File: src/rtl/coreahblite_wrr_slavearbiter.sv
// Weighted round-robin arbiter for one slave port of the 4-master AHB-Lite matrix.
// Per-master credits gate eligibility; a locked sequence keeps the slave until its owner drops the lock.
module coreahblite_wrr_slavearbiter #(
    parameter int unsigned WEIGHT0  = 1,
    parameter int unsigned WEIGHT1  = 1,
    parameter int unsigned WEIGHT2  = 1,
    parameter int unsigned WEIGHT3  = 1,
    parameter int unsigned CREDIT_W = 4
) (
    input  logic       HCLK,
    input  logic       aresetn,
    input  logic [3:0] MREQ,
    input  logic [3:0] MLOCK,
    input  logic       ADDRPHEND,
    output logic [3:0] GRANT,
    output logic       LOCKED,
    output logic [1:0] OWNER
);

    typedef enum logic [2:0] {
        IDLE    = 3'd0,
        EXTEND  = 3'd1,
        LOCK    = 3'd2,
        LOCKEXT = 3'd3,
        RELOAD  = 3'd4
    } state_t;

    localparam int unsigned CREDIT_MAX = (32'd1 << CREDIT_W) - 32'd1;

    // A zero weight would starve its master forever, so it is promoted to one.
    function automatic logic [CREDIT_W-1:0] eff_weight(input int unsigned w);
        int unsigned v;
        if (w == 0)
            v = 1;
        else if (w > CREDIT_MAX)
            v = CREDIT_MAX;
        else
            v = w;
        return v[CREDIT_W-1:0];
    endfunction

    localparam logic [CREDIT_W-1:0] W0 = eff_weight(WEIGHT0);
    localparam logic [CREDIT_W-1:0] W1 = eff_weight(WEIGHT1);
    localparam logic [CREDIT_W-1:0] W2 = eff_weight(WEIGHT2);
    localparam logic [CREDIT_W-1:0] W3 = eff_weight(WEIGHT3);

    state_t              state;
    state_t              next_state;
    logic [1:0]          ptr;
    logic [1:0]          owner_q;
    logic                locked_q;
    logic [CREDIT_W-1:0] credit [4];

    logic [3:0]          elig;
    logic                found;
    logic [1:0]          win;
    logic [1:0]          cand;
    logic [3:0]          grant_c;
    logic                upd_owner;
    logic                set_ptr;
    logic                dec_credit;
    logic [1:0]          sel_idx;
    logic                do_reload;

    // Rotating search starting just after the last master served.
    always_comb begin
        elig  = '0;
        found = 1'b0;
        win   = ptr;
        cand  = ptr;
        for (int n = 0; n < 4; n++)
            elig[n] = MREQ[n] & (credit[n] != '0);
        for (int i = 1; i <= 4; i++) begin
            cand = ptr + 2'(i);
            if (!found && elig[cand]) begin
                found = 1'b1;
                win   = cand;
            end
        end
    end

    always_comb begin
        grant_c    = 4'b0000;
        next_state = IDLE;
        upd_owner  = 1'b0;
        set_ptr    = 1'b0;
        dec_credit = 1'b0;
        sel_idx    = owner_q;
        do_reload  = 1'b0;
        case (state)
            IDLE: begin
                if (found) begin
                    grant_c   = 4'b0001 << win;
                    upd_owner = 1'b1;
                    sel_idx   = win;
                    if (MLOCK[win]) begin
                        next_state = ADDRPHEND ? LOCK : LOCKEXT;
                    end else if (ADDRPHEND) begin
                        next_state = IDLE;
                        dec_credit = 1'b1;
                        set_ptr    = 1'b1;
                    end else begin
                        next_state = EXTEND;
                    end
                end else if (MREQ != 4'b0000) begin
                    next_state = RELOAD;
                end else begin
                    next_state = IDLE;
                end
            end
            EXTEND: begin
                grant_c = 4'b0001 << owner_q;
                if (ADDRPHEND) begin
                    next_state = IDLE;
                    dec_credit = 1'b1;
                    set_ptr    = 1'b1;
                end else begin
                    next_state = EXTEND;
                end
            end
            LOCK: begin
                // Releasing the lock costs a dead cycle so the next winner sees fresh state.
                if (!MLOCK[owner_q]) begin
                    next_state = IDLE;
                    set_ptr    = 1'b1;
                end else if (MREQ[owner_q]) begin
                    grant_c    = 4'b0001 << owner_q;
                    next_state = ADDRPHEND ? LOCK : LOCKEXT;
                end else begin
                    next_state = LOCK;
                end
            end
            LOCKEXT: begin
                grant_c    = 4'b0001 << owner_q;
                next_state = ADDRPHEND ? LOCK : LOCKEXT;
            end
            RELOAD: begin
                do_reload  = 1'b1;
                next_state = IDLE;
            end
            default: begin
                next_state = IDLE;
            end
        endcase
    end

    always_ff @(posedge HCLK or negedge aresetn) begin
        if (!aresetn) begin
            state     <= IDLE;
            ptr       <= 2'd3;
            owner_q   <= 2'd3;
            locked_q  <= 1'b0;
            credit[0] <= W0;
            credit[1] <= W1;
            credit[2] <= W2;
            credit[3] <= W3;
        end else begin
            state    <= next_state;
            locked_q <= (next_state == LOCK) || (next_state == LOCKEXT);
            if (upd_owner)
                owner_q <= win;
            if (set_ptr)
                ptr <= sel_idx;
            if (do_reload) begin
                credit[0] <= W0;
                credit[1] <= W1;
                credit[2] <= W2;
                credit[3] <= W3;
            end else if (dec_credit && (credit[sel_idx] != '0)) begin
                credit[sel_idx] <= credit[sel_idx] - CREDIT_W'(1);
            end
        end
    end

    assign GRANT  = aresetn ? grant_c : 4'b0000;
    assign LOCKED = locked_q;
    assign OWNER  = owner_q;

endmodule

File: config.mk
export PLATFORM = sky130hd
export DESIGN_NAME = coreahblite_wrr_slavearbiter
export DESIGN_NICKNAME = d
export VERILOG_FILES = /design/src/rtl/coreahblite_wrr_slavearbiter.sv
export SDC_FILE = /design/constraint.sdc
export NUM_CORES = 1
export LEC_CHECK = 0
export ABC_AREA = 1
export BUFFER_PORTS_ARGS = -buffer_cell sky130_fd_sc_hd__buf_2
export CAP_MARGIN = 20
export CELL_PAD_IN_SITES_DETAIL_PLACEMENT = 0
export CELL_PAD_IN_SITES_GLOBAL_PLACEMENT = 2
export CORE_MARGIN = 8
export CORE_UTILIZATION = 36
export DETAILED_ROUTE_END_ITERATION = 12
export GPL_TIMING_DRIVEN = 1
export PLACE_DENSITY = 0.95
export SYNTH_ARGS = -nofsm -noshare
export SYNTH_HDL_FRONTEND = slang
export SYNTH_SLANG_ARGS = --single-unit
File: constraint.sdc
create_clock -name HCLK -period 5.7 [get_ports HCLK]
set_clock_uncertainty 0.15 [all_clocks]
set_input_delay 1.14 -clock HCLK [delete_from_list [all_inputs] [get_ports HCLK]]
set_output_delay 1.14 -clock HCLK [all_outputs]
set_load 0.005 [all_outputs]
==> out/qor.yml <==
outcome:
  status: "finished clean"
setup_path:
  timing.critical_path.to_type: "output port"
  critPathRequiredTime_ns: 4.41
  startpoint_type: "primary input"
  cp.buffers_inverters: 3
  rrSetupSlack_ns: 2.50
  critical_path_peak_fanout: 6
  timing.critical_path.arrival_ns: 2.52
  cpMaxStageDelayCell: "sky130_fd_sc_hd__a22oi_1"
  path_cells: "buf_2, nand3_1, nand2_1, nand2_1, nand2_2, nand2_1, nand3_1, nand2_2, nand2_4, inv_1, a22oi_1, nor2_1, buf_2"
  worst_path_most_repeated_cell: "sky130_fd_sc_hd__nand2_1"
  cpPeakStageDelay_ns: 0.18
  critPathTopFamily: "simple AND/OR/NAND/NOR gates"
  timing.setup.critical_path_class: "primary input to output port"
timing:
  timing.fmax_ghz: 0.2622
  rsz0062_at_grt: "no"
  final-hold-violation-count: 0
  finalMaxSlewViolations: 0
  setup_violations: 0
  period_share_pct: 66.91
  finalSetupTns_ns: 0
  worst_slew_pin_slew_ns: 0.9290
  max_transition_margin_pct: 37.90
  layout_min_cycle_time_ns: 3.814
drt:
  total_number_of_vias: 1823
  detail_route.drc_violations: 0
  route.detailed.wl_per_inst_um: 13.40
  totalWireLength_um: 5025
  route.antenna.remaining_nets: 0
  detailedRoute.firstPassIterationCount: 4
  detailedRoute.firstIterationViolations: 62
  vias_per_cell: 4.861
final_layout:
  most_common_cell_after_layout_fill_and_taps_aside: "sky130_fd_sc_hd__nand2_1"
  filler_cell_count: 611
  syn_to_final_growth_pct: 10.26
  final_nets: 317
  layout-drive-gt1-share_pct: 25.41
  num_antenna_cells: 0
  layout.cells.most_common_list: "sky130_fd_sc_hd__nand2_1 (95), sky130_fd_sc_hd__nand3_1 (42), sky130_fd_sc_hd__nor2_1 (23), sky130_fd_sc_hd__inv_1 (22), sky130_fd_sc_hd__buf_2 (17)"
die:
  floorplan.initialDensity_pct: 36.99
  die_width_um: 90.76
  chip_height_um: 90.76
  rows: 27
  fp.dieArea_um2: 8236
  boundaryPins: 18
  core_area_um2: 5439
synthesis:
  synthAdderAreaFrac_pct: 1.244
  synth.avg_cell_area_um2: 7.035
  dominantRegCellSynth: "sky130_fd_sc_hd__dfrtp_1"
  synth_area_um2: 2012
  synth-compound-area-share_pct: 6.654
  yosys_warnings: 0
  post_syn_nets: 299
  synthXorXnorAreaFrac_pct: 1.244
  synth.lib_cells_used.distinct: 35
  main_combinational_cell_family_by_area_after_synthesis: "simple AND/OR/NAND/NOR gates"
  synth_sequential_area_ratio_pct: 30.35
  synth_cells: 286
  synth_enable_flop_cells: 0
  synth.area.mux_share_pct: 0.4975
  synthSimpleGateAreaFrac_pct: 52.05
  yosys_register_bits: 24
  async_reset_ff_share_pct: 100.0
clock_network:
  clk_latency_ns: 0.26
  cts_max_level: 1
  clk_pin_slew_ns: 0.08
  post_cts.repair.setup_buffers: 0
  worst_case_clock_buffer_depth: 2
  cts_tree: "built"
  tritoncts_num_sinks: 24
  ctsResizeCount: 0
  ctsRootBufferMaster: "sky130_fd_sc_hd__clkbuf_8"
  number_of_buffers_added_by_the_clock_tree_synthesis_step: 3
  cts_hold_repair.buffers: 0
global_routing:
  global_route_usage_over_all_layers_pct: 12.15
  number_of_antenna_violations_at_the_first_check_in_global_routing: 0
  wire_length_of_the_first_global_routing_pass_um: 8328
  first_global_vias: 1755
  grt_max_degree: 26
  grt_remaining_overflow: 0
job:
  drv.max_cap_violation_count: 0
placement:
  port_buffers: 17
  routabilityCongestion: 0.8510
  place_hpwl_um: 3958
hold_path:
  worstHoldPathType: "register to register"
-- through the flow --
stage          util (%)  cells  area, µm²  hold slack (ns)  setup WS (ns)
2_1_floorplan         -    286       2012           0.3223          2.267
3_3_place_gp      39.48    371       2147           0.3354          1.895
6_report          40.79    375       2218           0.3529          1.886
5_1_grt           40.79    375       2218           0.3629          1.717
3_5_place_dp      39.48    371       2147           0.3385          1.883
4_1_cts           40.79    375       2218           0.3515          1.874
-- synthesized netlist by cell type (2+ instances only) --
| library cell | number | area, µm² |
|---|---|---|
| sky130_fd_sc_hd__nand2_8 | 2 | 40.04 |
| sky130_fd_sc_hd__dfstp_2 | 8 | 210.2 |
| sky130_fd_sc_hd__nand2_2 | 13 | 81.33 |
| sky130_fd_sc_hd__inv_2 | 10 | 37.54 |
| sky130_fd_sc_hd__nand3_1 | 42 | 210.2 |
| sky130_fd_sc_hd__nor2_4 | 4 | 45.04 |
| sky130_fd_sc_hd__nand2_1 | 95 | 356.6 |
| sky130_fd_sc_hd__a21oi_1 | 3 | 15.01 |
| sky130_fd_sc_hd__o21ai_0 | 5 | 25.02 |
| sky130_fd_sc_hd__nand3_4 | 4 | 70.07 |
| sky130_fd_sc_hd__ha_1 | 2 | 25.02 |
| sky130_fd_sc_hd__nor2_1 | 23 | 86.33 |
| sky130_fd_sc_hd__nand3_2 | 2 | 20.02 |
| sky130_fd_sc_hd__o32ai_1 | 2 | 17.52 |
| sky130_fd_sc_hd__o21ai_2 | 3 | 26.28 |
| sky130_fd_sc_hd__inv_1 | 22 | 82.58 |
| sky130_fd_sc_hd__a22oi_1 | 3 | 22.52 |
| sky130_fd_sc_hd__nand2_4 | 8 | 90.09 |
| sky130_fd_sc_hd__nor3_1 | 3 | 15.01 |
| sky130_fd_sc_hd__nand4_1 | 2 | 12.51 |
| sky130_fd_sc_hd__dfrtp_1 | 16 | 400.4 |
-- path summary, 6_finish.rpt --
kind	start	to	cells past startpoint
worst max-delay path	MREQ[2]	GRANT[1]	13
worst min-delay path	credit[12]$_DFFE_PN1P_	credit[12]$_DFFE_PN1P_	2
worst max register to register	ptr[0]$_DFFE_PN1P_	credit[13]$_DFFE_PN0P_	24
worst min register to register	credit[12]$_DFFE_PN1P_	credit[12]$_DFFE_PN1P_	2
max in group asynchronous	aresetn	ptr[1]$_DFFE_PN1P_	1
min in group asynchronous	aresetn	credit[1]$_DFFE_PN0P_	1
-- flip-flops by register name, indices dropped and copies added, names as in the netlist --
register  cells
ptr           2
OWNER         2
LOCKED        1
state         3
credit       16
-- area by class of cell --
type	instances	area (µm²)	area share (%)
sequential	24	610.6	27.52
multi-input combinational	226	1241	55.95
clock buffer	3	41.29	1.861
tap	72	90.09	4.061
clock inverter	1	30.03	1.354
timing repair buffer	17	85.08	3.835
inverter	32	120.1	5.415
-- worst register-to-register path: stages (launching register included) --
cell	delay [ns]
sky130_fd_sc_hd__dfstp_2	0.66
sky130_fd_sc_hd__inv_2	0.10
sky130_fd_sc_hd__nand3_1	0.13
sky130_fd_sc_hd__nand3_1	0.13
sky130_fd_sc_hd__nand2_4	0.14
sky130_fd_sc_hd__nand2_4	0.06
sky130_fd_sc_hd__nor2_4	0.11
sky130_fd_sc_hd__nand2_2	0.08
sky130_fd_sc_hd__nand2_4	0.10
sky130_fd_sc_hd__nand2_4	0.09
sky130_fd_sc_hd__nand2_8	0.14
sky130_fd_sc_hd__inv_2	0.09
sky130_fd_sc_hd__nand2_1	0.06
sky130_fd_sc_hd__nand2_1	0.05
sky130_fd_sc_hd__nand2_1	0.07
sky130_fd_sc_hd__nand2_2	0.07
sky130_fd_sc_hd__inv_2	0.13
sky130_fd_sc_hd__ha_1	0.16
sky130_fd_sc_hd__inv_1	0.06
sky130_fd_sc_hd__nor2_4	0.15
sky130_fd_sc_hd__nand2_8	0.10
sky130_fd_sc_hd__nand3_4	0.10
sky130_fd_sc_hd__inv_2	0.05
sky130_fd_sc_hd__nand2_1	0.05
sky130_fd_sc_hd__nand2_1	0.05
-- routing by layer --
metal	share of wire [%]	vias to the layer above	track usage (%)	routed length (µm)
li1	-	955	-	-
met1	47	836	14.85	2373
met2	48	28	21.07	2402
met3	4.2	4	2.494	211
met4	0.74	0	2.913	37
met5	0	-	0	0
-- logic make-up (layout without fill, tap and decap cells) --
logic type                 Yosys count  after routing
and+or+nand+nor                    201            201
buffers and inverters               36             53
DFF                                 24             24
AOI/OAI and AO/OA                   20             20
adders and majority gates            2              2
xor gates and xnor gates             2              2
muxes                                1              1
Power is not shown: default switching activity piles up to over one toggle a cycle in this logic, so the estimate is an artifact.
